File: config.mk
export PLATFORM = sky130hd
export DESIGN_NAME = uart_rx_ex3
export DESIGN_NICKNAME = d
export VERILOG_FILES = /design/src/rtl/uart_rx_ex3.sv
export SDC_FILE = /design/constraint.sdc
export NUM_CORES = 1
export LEC_CHECK = 0
export ABC_AREA = 1
export BUFFER_PORTS_ARGS = -buffer_cell sky130_fd_sc_hd__buf_2
export CORE_UTILIZATION = 30
export DETAILED_ROUTE_END_ITERATION = 10
export HOLD_SLACK_MARGIN = 0.08
export SYNTH_ARGS = -nofsm -noshare
export SYNTH_HDL_FRONTEND = slang
export SYNTH_SLANG_ARGS = --single-unit
File: constraint.sdc
create_clock -name clk -period 3.3 [get_ports clk]
set_clock_uncertainty 0.05 [all_clocks]
set_input_delay 0.99 -clock clk [delete_from_list [all_inputs] [get_ports clk]]
set_output_delay 0.99 -clock clk [all_outputs]
set_load 0.02 [all_outputs]
File: src/rtl/uart_rx_ex3.sv
// 8N1 serial receiver feeding the ex3 CPU input register (INPR) and input flag (FGI).
// Define UART_RX_PARITY_EN to add an even-parity bit between data and stop, plus par_err.
module uart_rx_ex3 #(
  parameter int unsigned CLK_DIV   = 234,
  parameter int unsigned DATA_BITS = 8
) (
  input  logic                 clk,
  input  logic                 reset,
  input  logic                 rxd,
  input  logic                 fgi_clr,
  output logic [DATA_BITS-1:0] inpr,
  output logic                 fgi,
  output logic                 ovr,
  output logic                 frm_err,
`ifdef UART_RX_PARITY_EN
  output logic                 par_err,
`endif
  output logic                 rx_busy
);

  localparam int unsigned CW = $clog2(CLK_DIV);
  localparam int unsigned BW = $clog2(DATA_BITS + 1);
  localparam logic [CW-1:0] CntHalf = CW'(CLK_DIV / 2 - 1);
  localparam logic [CW-1:0] CntFull = CW'(CLK_DIV - 1);
  localparam logic [BW-1:0] LastBit = BW'(DATA_BITS - 1);

  typedef enum logic [2:0] {StIdle, StStart, StData, StParity, StStop, StBreak} state_e;

  state_e               state_q, state_d;
  logic                 rx_meta_q, rxs_q, rxs_prev_q;
  logic [CW-1:0]        cnt_q, cnt_d;
  logic [BW-1:0]        bit_q, bit_d;
  logic [DATA_BITS-1:0] shift_q, shift_d;
  logic [DATA_BITS-1:0] inpr_q, inpr_d;
  logic                 fgi_q, fgi_d, ovr_q, ovr_d, frm_err_q, frm_err_d;
  logic                 par_bad_q, par_bad_d, par_err_q, par_err_d;

  always_ff @(posedge clk or posedge reset) begin
    if (reset) begin
      rx_meta_q  <= 1'b1;
      rxs_q      <= 1'b1;
      rxs_prev_q <= 1'b1;
      state_q    <= StIdle;
      cnt_q      <= '0;
      bit_q      <= '0;
      shift_q    <= '0;
      inpr_q     <= '0;
      fgi_q      <= 1'b0;
      ovr_q      <= 1'b0;
      frm_err_q  <= 1'b0;
      par_bad_q  <= 1'b0;
      par_err_q  <= 1'b0;
    end else begin
      rx_meta_q  <= rxd;
      rxs_q      <= rx_meta_q;
      rxs_prev_q <= rxs_q;
      state_q    <= state_d;
      cnt_q      <= cnt_d;
      bit_q      <= bit_d;
      shift_q    <= shift_d;
      inpr_q     <= inpr_d;
      fgi_q      <= fgi_d;
      ovr_q      <= ovr_d;
      frm_err_q  <= frm_err_d;
      par_bad_q  <= par_bad_d;
      par_err_q  <= par_err_d;
    end
  end

  always_comb begin
    state_d   = state_q;
    cnt_d     = cnt_q;
    bit_d     = bit_q;
    shift_d   = shift_q;
    inpr_d    = inpr_q;
    fgi_d     = fgi_q;
    ovr_d     = ovr_q;
    frm_err_d = frm_err_q;
    par_bad_d = par_bad_q;
    par_err_d = par_err_q;
    // Clear first so a byte completing in the same cycle overrides it.
    if (fgi_clr) begin
      fgi_d     = 1'b0;
      ovr_d     = 1'b0;
      par_err_d = 1'b0;
    end
    unique case (state_q)
      StIdle: begin
        if (rxs_prev_q && !rxs_q) begin
          cnt_d   = CntHalf;
          state_d = StStart;
        end
      end
      StStart: begin
        if (cnt_q != '0) begin
          cnt_d = cnt_q - CW'(1);
        end else if (rxs_q) begin
          state_d = StIdle;
        end else begin
          cnt_d   = CntFull;
          bit_d   = '0;
          state_d = StData;
        end
      end
      StData: begin
        if (cnt_q != '0) begin
          cnt_d = cnt_q - CW'(1);
        end else begin
          shift_d = {rxs_q, shift_q[DATA_BITS-1:1]};
          cnt_d   = CntFull;
          if (bit_q == LastBit) begin
`ifdef UART_RX_PARITY_EN
            state_d = StParity;
`else
            state_d = StStop;
`endif
          end else begin
            bit_d = bit_q + BW'(1);
          end
        end
      end
      StParity: begin
        if (cnt_q != '0) begin
          cnt_d = cnt_q - CW'(1);
        end else begin
          par_bad_d = (^shift_q) ^ rxs_q;
          cnt_d     = CntFull;
          state_d   = StStop;
        end
      end
      StStop: begin
        if (cnt_q != '0) begin
          cnt_d = cnt_q - CW'(1);
        end else if (rxs_q) begin
          inpr_d    = shift_q;
          fgi_d     = 1'b1;
          ovr_d     = ovr_d | (fgi_q & ~fgi_clr);
          frm_err_d = 1'b0;
          par_err_d = par_bad_q;
          state_d   = StIdle;
        end else begin
          frm_err_d = 1'b1;
          state_d   = StBreak;
        end
      end
      StBreak: begin
        if (rxs_q) state_d = StIdle;
      end
      default: state_d = StIdle;
    endcase
  end

  assign inpr    = inpr_q;
  assign fgi     = fgi_q;
  assign ovr     = ovr_q;
  assign frm_err = frm_err_q;
  assign rx_busy = (state_q != StIdle);
`ifdef UART_RX_PARITY_EN
  assign par_err = par_err_q;
`else
  logic unused_par;
  assign unused_par = par_bad_q ^ par_err_q;
`endif

endmodule

==> implementation parameters, run 1 <==
Parameter                              Value

CTS
  CTS Buf Count    5
  Number of gates given a new drive strength after cts    0
  Max Root-Sink Buffers    2
  Clock transition at the registers of the reported paths    0.07 ns
  Clock tree sinks    37
  Clock Tree Root    sky130_fd_sc_hd__clkbuf_8
  Cts hold-fix bufs    0
  Number of post-CTS setup repair buffers    0
  Clock tree from TritonCTS    built
  Insertion delay to the later sink of the worst-skew pair    0.29 ns
  H-tree levels    2

Critical path
  Required @ worst endpoint    2.26 ns
  R2R Setup Slk    1.66 ns
  Reg-to-reg startpoint    cnt_q[1]$_DFFE_PP0P_
  Startpoint types    flip-flop
  Worst Path Class, Setup    flip-flop to output port
  Worst endpoint data arrival time    1.10 ns
  Worst Setup End Kind    output port
  Endpoint of the worst-slack reg-to-reg timing path    ovr$_DFF_PP0_
  Maximum fanout encountered on the critical timing path    4
  R2R cell count    7

Routing
  Via-to-Cell Ratio    4.41
  DRC violation count after routing    0
  Iteration-0 DRC count of the detailed router    49
  Count of vias placed by the detailed router    1346
  Antenna viol nets, final    0
  Final wirelength    3.29 mm
  Number of detailed-routing iterations run before antenna repair    4
  Average wire per standard cell    10.8 um

Timing
  Slew Limit Headroom    69.4%
  Sum Neg Setup Slack    0 ns
  Unrepaired setup endpoints after global routing    no
  Number of hold violations in the final report    0
  Worst hold slack    0.307 ns
  Final max-slew violation count    0
  Peak clock frequency supported by timing    468 MHz
  Setup violation total in the final timing report    0
  Transition time at the pin with the least slew margin    0.459 ns
  Final worst path period share    64.8%
  Minimum clock period    2.14 ns

Yosys
  Top cell type's share of synthesized area    45.4%
  Ys async rst share    100%
  Top-count cell post-synth    sky130_fd_sc_hd__nand2_1
  Average size of a mapped cell    8.97 um2
  Most instantiated cells after synthesis    sky130_fd_sc_hd__nand2_1, sky130_fd_sc_hd__dfrtp_1, sky130_fd_sc_hd__inv_1
  Sequential-to-total area share from yosys stat    49.6%
  Ranking of synthesized cells by area    sky130_fd_sc_hd__dfrtp_1, sky130_fd_sc_hd__nand2_1, sky130_fd_sc_hd__inv_1
  Main flop type after synthesis    sky130_fd_sc_hd__dfrtp_1
  Synth Register Bits    37
  Leading area contributor after synthesis    sky130_fd_sc_hd__dfrtp_1
  Synthesized cell area    1880 um2
  Number of standard cells after synthesis    209
  Syn_nets    216
  Number of enable flip-flop cells after synthesis    0
  Yosys warnings    0
  Netlist cell types    30

Die
  Overall die height    81.1 um
  Starting density of the core    31.3%
  Placeable core region    5990 um2
  Total number of placement rows    28
  Die Footprint    6570 um2
  Die Width    81.1 um
  I/O pin count    16

GRT
  Initial antenna violation count    0
  Maximum number of pins on one net before global-route repair    38
  Wire length of the first global-routing pass    5.91 mm
  Global routing usage summed across all routing layers    12.0%
  Gr ovfl total    0
  Number of global-route vias before repair    1284

Placement
  Routability-driven placement congestion ratio    0.851
  Count of buffers from port buffering    15
  Cell Count Post-Placement    298
  Half-perimeter wire length of the detailed placement result    2.38 mm

Pwr
  Clock network fraction of total power    22.4%
  Power share of the combinational group    36.7%
  Sequential group share of total power    40.9%
  Power density over cell area    649 nW/um2
  Internal power    0.825 mW
  Largest vdd supply drop    0.000220 V
  Leakage dissipation    1.03 nW
  Net switching power    0.545 mW
  Switching power as a share of total power    39.8%

Finish
  Diode insertion count for antenna repair    0
  Area overhead of the layout relative to synthesis    12.5%
  Final core occ    35.2%
  Ratio of cells with drive above 1 in the final layout    27.4%
  Number of nets in the layout    237
  Final cell count without fillers    305

Hold path
  Hold path start    rx_meta_q$_DFF_PP1_
  Worst-case hold path end point    rxs_q$_DFF_PP1_
  Worst hold path cell count    0
  Min-Delay Path Class    flip-flop to flip-flop

Run status
  Status    finished, final reports clean

Flow run
  Number of max-cap violations    0
per-stage QoR:
stage	total power [mW]	area (um2)	worst slack (ns)
final	1.37	2110	1.16
after detailed placement	1.08	2030	1.46
after global routing	1.49	2110	1.07
after floorplan	0.977	1880	1.43
after CTS	1.39	2110	1.15
after global placement	1.07	2030	1.47
metal layers:
| layer | up-vias | track usage [%] | routed length (um) |
|---|---|---|---|
| li1 | 707 | - | - |
| met2 | 11 | 19.3 | 1560 |
| met5 | - | 0 | 0 |
| met3 | 7 | 3.48 | 99 |
| met1 | 621 | 14.6 | 1560 |
| met4 | 0 | 6.07 | 70 |
layout by cell type, fill, tap and decap left out:
cell type / count
sky130_fd_sc_hd__buf_4: 1
sky130_fd_sc_hd__a21oi_1: 5
sky130_fd_sc_hd__a31oi_1: 1
sky130_fd_sc_hd__nand3_4: 1
sky130_fd_sc_hd__ha_1: 3
sky130_fd_sc_hd__o21bai_2: 1
sky130_fd_sc_hd__clkinv_4: 1
sky130_fd_sc_hd__clkbuf_8: 5
sky130_fd_sc_hd__nor2_4: 3
sky130_fd_sc_hd__o21ai_2: 9
sky130_fd_sc_hd__nor2_8: 1
sky130_fd_sc_hd__or2_2: 2
sky130_fd_sc_hd__nor2_2: 2
sky130_fd_sc_hd__o22ai_1: 1
sky130_fd_sc_hd__dfrtp_1: 34
sky130_fd_sc_hd__xor2_1: 2
sky130_fd_sc_hd__xnor2_1: 1
sky130_fd_sc_hd__dfstp_2: 3
sky130_fd_sc_hd__nand2_4: 3
sky130_fd_sc_hd__o21ba_2: 1
sky130_fd_sc_hd__nor2_1: 14
sky130_fd_sc_hd__o21ai_0: 11
sky130_fd_sc_hd__o21ai_4: 1
sky130_fd_sc_hd__nand2_1: 47
sky130_fd_sc_hd__nand3_2: 1
sky130_fd_sc_hd__clkbuf_1: 1
sky130_fd_sc_hd__nand3_1: 12
sky130_fd_sc_hd__nand3b_1: 1
sky130_fd_sc_hd__buf_2: 15
sky130_fd_sc_hd__inv_2: 5
sky130_fd_sc_hd__nand4_1: 2
sky130_fd_sc_hd__inv_1: 22
sky130_fd_sc_hd__o21ai_1: 10
sky130_fd_sc_hd__nand2_2: 8
power groups by stage:
| stage | Sequential (mW) | Clock (mW) | Combinational [mW] |
|---|---|---|---|
| floorplan | 0.559 | 0 | 0.418 |
| CTS | 0.560 | 0.321 | 0.510 |
| global placement | 0.567 | 0 | 0.501 |
| detailed placement | 0.569 | 0 | 0.506 |
| finish | 0.560 | 0.307 | 0.503 |
| global route | 0.569 | 0.338 | 0.579 |
logic make-up (layout without fill, tap and decap cells):
| group | Yosys count | after routing | share of synthesized area, % |
|---|---|---|---|
| simple gates | 97 | 97 | 26.6 |
| compound gates | 40 | 40 | 13.8 |
| flops | 37 | 37 | 49.6 |
| buf+inv | 29 | 50 | 6.60 |
| fa+ha+maj | 3 | 3 | 2.00 |
| xor+xnor | 3 | 3 | 1.40 |
state kept, by name, indices dropped and copies added (netlist names), 3 cells and up:
register / cells
cnt_q: 8
bit_q: 4
inpr: 8
shift_q: 8
state_q: 3
area by class of cell:
class	count	area, um2
repair buffers	16	82.6
flip-flops and latches	37	930
clock inverters	1	8.76
fillers	621	3880
well taps	75	93.8
multi-input cells	143	822
clock buffers	6	72.6
inverters	27	101
worst max-delay path by stage:
stage | start | to | slack (ns) | depth (start not counted)
after global placement | state_q[1]$_DFFE_PP0P_ | rx_busy | 1.47 | 3
after detailed placement | state_q[0]$_DFFE_PP0P_ | rx_busy | 1.46 | 3
final | state_q[1]$_DFFE_PP0P_ | rx_busy | 1.16 | 3
after global routing | state_q[0]$_DFFE_PP0P_ | rx_busy | 1.07 | 3
after CTS | state_q[0]$_DFFE_PP0P_ | rx_busy | 1.15 | 3
after floorplan | reset | bit_q[0]$_DFFE_PP0P_ | 1.43 | 1
worst max-delay path, stage by stage (launching register included):
cell,delay (ns)
sky130_fd_sc_hd__dfrtp_1,0.41
sky130_fd_sc_hd__nor2_1,0.16
sky130_fd_sc_hd__nand2_1,0.08
sky130_fd_sc_hd__buf_2,0.16
No activity file was read; power rests on OpenSTA's default activity.
==> inputs of run 2 (changes only) <==
==> constraint.sdc (replaced) <==
create_clock -name clk -period 2 [get_ports clk]
set_clock_uncertainty 0.05 [all_clocks]
set_input_delay 0.6 -clock clk [delete_from_list [all_inputs] [get_ports clk]]
set_output_delay 0.6 -clock clk [all_outputs]
set_load 0.02 [all_outputs]
==> implementation parameters, run 2 (synthesized netlist as in run 1, its figures left out) <==
Parameter                              Value

Placement
  Routability-driven placement congestion ratio    0.756 (-11%)
  Count of buffers from port buffering    15 (unchanged)
  Cell Count Post-Placement    298 (unchanged)
  Worst setup slack before clock tree synthesis    0.370 ns (-1.09 ns)
  Half-perimeter wire length of the detailed placement result    2.39 mm (+0.22%)

CTS
  Number of post-CTS setup repair buffers    0 (unchanged)
  Clock Tree Root    sky130_fd_sc_hd__clkbuf_8
  Clock tree from TritonCTS    built
  CTS Buf Count    5 (unchanged)
  Clock transition at the registers of the reported paths    0.08 ns (about the same)
  Clock tree sinks    37 (unchanged)
  Insertion delay to the later sink of the worst-skew pair    0.30 ns (about the same)
  H-tree levels    2 (unchanged)
  Number of gates given a new drive strength after cts    0 (unchanged)
  Cts hold-fix bufs    0 (unchanged)
  Max Root-Sink Buffers    2 (unchanged)

Critical path
  Reg-to-reg startpoint    cnt_q[0]$_DFFE_PP0P_
  Maximum fanout encountered on the critical timing path    5 (+1)
  Crit path cell chain    nor2_1 -> nand2_1 -> buf_2
  Number of buffer and inverter stages on the critical path    1 (unchanged)
  Worst endpoint data arrival time    1.19 ns (+0.09 ns)
  Required @ worst endpoint    1.35 ns (-0.91 ns)
  Startpoint types    flip-flop
  Worst Setup End Kind    output port
  Worst path slowest cell    sky130_fd_sc_hd__dfrtp_1
  Launching instance or port of the critical path    state_q[0]$_DFFE_PP0P_
  Kind of cell adding the most delay to the critical path    flip-flops
  Largest stage delay on the critical path    0.43 ns (+0.02 ns)
  Worst Path Class, Setup    flip-flop to output port

Timing
  Worst setup slack after layout    0.161 ns (-1.00 ns)
  Transition time at the pin with the least slew margin    0.469 ns (+0.0105 ns)
  Number of hold violations in the final report    0 (unchanged)
  Unrepaired setup endpoints after global routing    no
  Sum Neg Setup Slack    0 ns (unchanged)
  Final worst path period share    92.0%
  Final max-slew violation count    0 (unchanged)
  Minimum clock period    1.84 ns
  Slew Limit Headroom    68.7% (-0.70 points)
  Setup violation total in the final timing report    0 (unchanged)
  Worst hold slack    0.322 ns (+0.0157 ns)
  Peak clock frequency supported by timing    544 MHz

GRT
  Gr ovfl total    0 (unchanged)
  Wire length of the first global-routing pass    5.78 mm (-2.1%)
  Number of global-route vias before repair    1286 (+0.16%)
  Maximum number of pins on one net before global-route repair    38 (unchanged)
  Initial antenna violation count    0 (unchanged)
  Global routing usage summed across all routing layers    11.8% (-0.19 points)

Die
  Total number of placement rows    28 (unchanged)
  Overall die height    81.1 um (unchanged)
  Die Footprint    6570 um2 (unchanged)
  Placeable core region    5990 um2 (unchanged)
  I/O pin count    16 (unchanged)
  Die Width    81.1 um (unchanged)
  Starting density of the core    31.3% (unchanged)

Finish
  Ratio of cells with drive above 1 in the final layout    27.7% (+0.31 points)
  Number of nets in the layout    237 (unchanged)
  Area overhead of the layout relative to synthesis    14.1%
  Most used cells in the layout excluding fill and tap cells    sky130_fd_sc_hd__nand2_1, sky130_fd_sc_hd__dfrtp_1, sky130_fd_sc_hd__inv_1
  Final core occ    35.7% (+0.50 points)
  Commonest non-fill, non-tap cell in the layout    sky130_fd_sc_hd__nand2_1
  Final cell count without fillers    306 (+0.33%)
  Diode insertion count for antenna repair    0 (unchanged)

Routing
  Via-to-Cell Ratio    4.42 (about the same)
  Antenna viol nets, final    0 (unchanged)
  Number of detailed-routing iterations run before antenna repair    5 (+1)
  Iteration-0 DRC count of the detailed router    99 (+100%)
  Average wire per standard cell    10.7 um (-0.54%)
  Count of vias placed by the detailed router    1351 (+0.37%)
  Final wirelength    3.28 mm (-0.21%)
  DRC violation count after routing    0 (unchanged)

Pwr
  Sequential group share of total power    38.6% (-2.3 points)
  Largest vdd supply drop    0.000421 V (+91%)
  Net switching power    0.915 mW (+68%)
  Power share of the combinational group    34.4% (-2.3 points)
  Power density over cell area    1130 nW/um2 (+73%)
  Leakage dissipation    1.04 nW (+1.4%)
  Internal power    1.49 mW (+81%)
  Switching power as a share of total power    38.0% (-1.8 points)
  Clock network fraction of total power    27.0% (+4.6 points)

Run status
  Status    finished, final reports clean

Flow run
  Number of max-cap violations    0 (unchanged)

Hold path
  Min-Delay Path Class    flip-flop to flip-flop
  Hold path start    rx_meta_q$_DFF_PP1_
-- run 2: worst register-to-register path: cells and delay by family, from the launching register on --
kind / cells / cell delay (ns)
buf+inv: 1 / 0.11
simple gates: 4 / 0.73
compound gates: 1 / 0.13
fa+ha+maj: 1 / 0.17
flops: 1 / 0.38
-- run 2: power groups by stage --
stage	Clock, mW	Sequential (mW)	Combinational (mW)
after global routing	0.700	0.943	0.964
final	0.651	0.929	0.828
after CTS	0.672	0.930	0.839
after floorplan	0	0.923	0.689
after detailed placement	0	0.943	0.835
after global placement	0	0.940	0.825
-- run 2: layout make-up --
| class | instances | area [um2] |
|---|---|---|
| sequential | 37 | 930 |
| inverter | 27 | 101 |
| fill | 605 | 3850 |
| multi-input combinational | 143 | 822 |
| timing repair buffer | 16 | 82.6 |
| clock inverter | 2 | 38.8 |
| clock buffer | 6 | 72.6 |
| tap | 75 | 93.8 |
-- run 2: routing by layer --
metal / up-vias / global-route usage, % / routed length [um]
met5: - / 0 / 0
met4: 0 / 4.82 / 47
met3: 5 / 4.49 / 105
met2: 10 / 18.0 / 1510
met1: 627 / 15.0 / 1620
li1: 709 / - / -
-- run 2: through the flow --
| step | total power [mW] | area, um2 |
|---|---|---|
| after floorplan | 1.61 | 1880 |
| after global placement | 1.77 | 2030 |
| after detailed placement | 1.78 | 2030 |
| after CTS | 2.44 | 2140 |
| after global routing | 2.61 | 2140 |
| final | 2.41 | 2140 |
-- run 2: worst paths after layout --
| path | endpoint | slack [ns] | cells past startpoint |
|---|---|---|---|
| worst max-delay path | rx_busy | 0.16 | 3 |
| worst min-delay path | rxs_q$_DFF_PP1_ | 0.32 | 0 |
| worst max register to register | ovr$_DFF_PP0_ | 0.38 | 7 |
| worst min register to register | rxs_q$_DFF_PP1_ | 0.32 | 0 |
| max in group asynchronous | rxs_q$_DFF_PP1_ | 1.19 | 3 |
| min in group asynchronous | cnt_q[4]$_DFFE_PP0P_ | 0.35 | 3 |
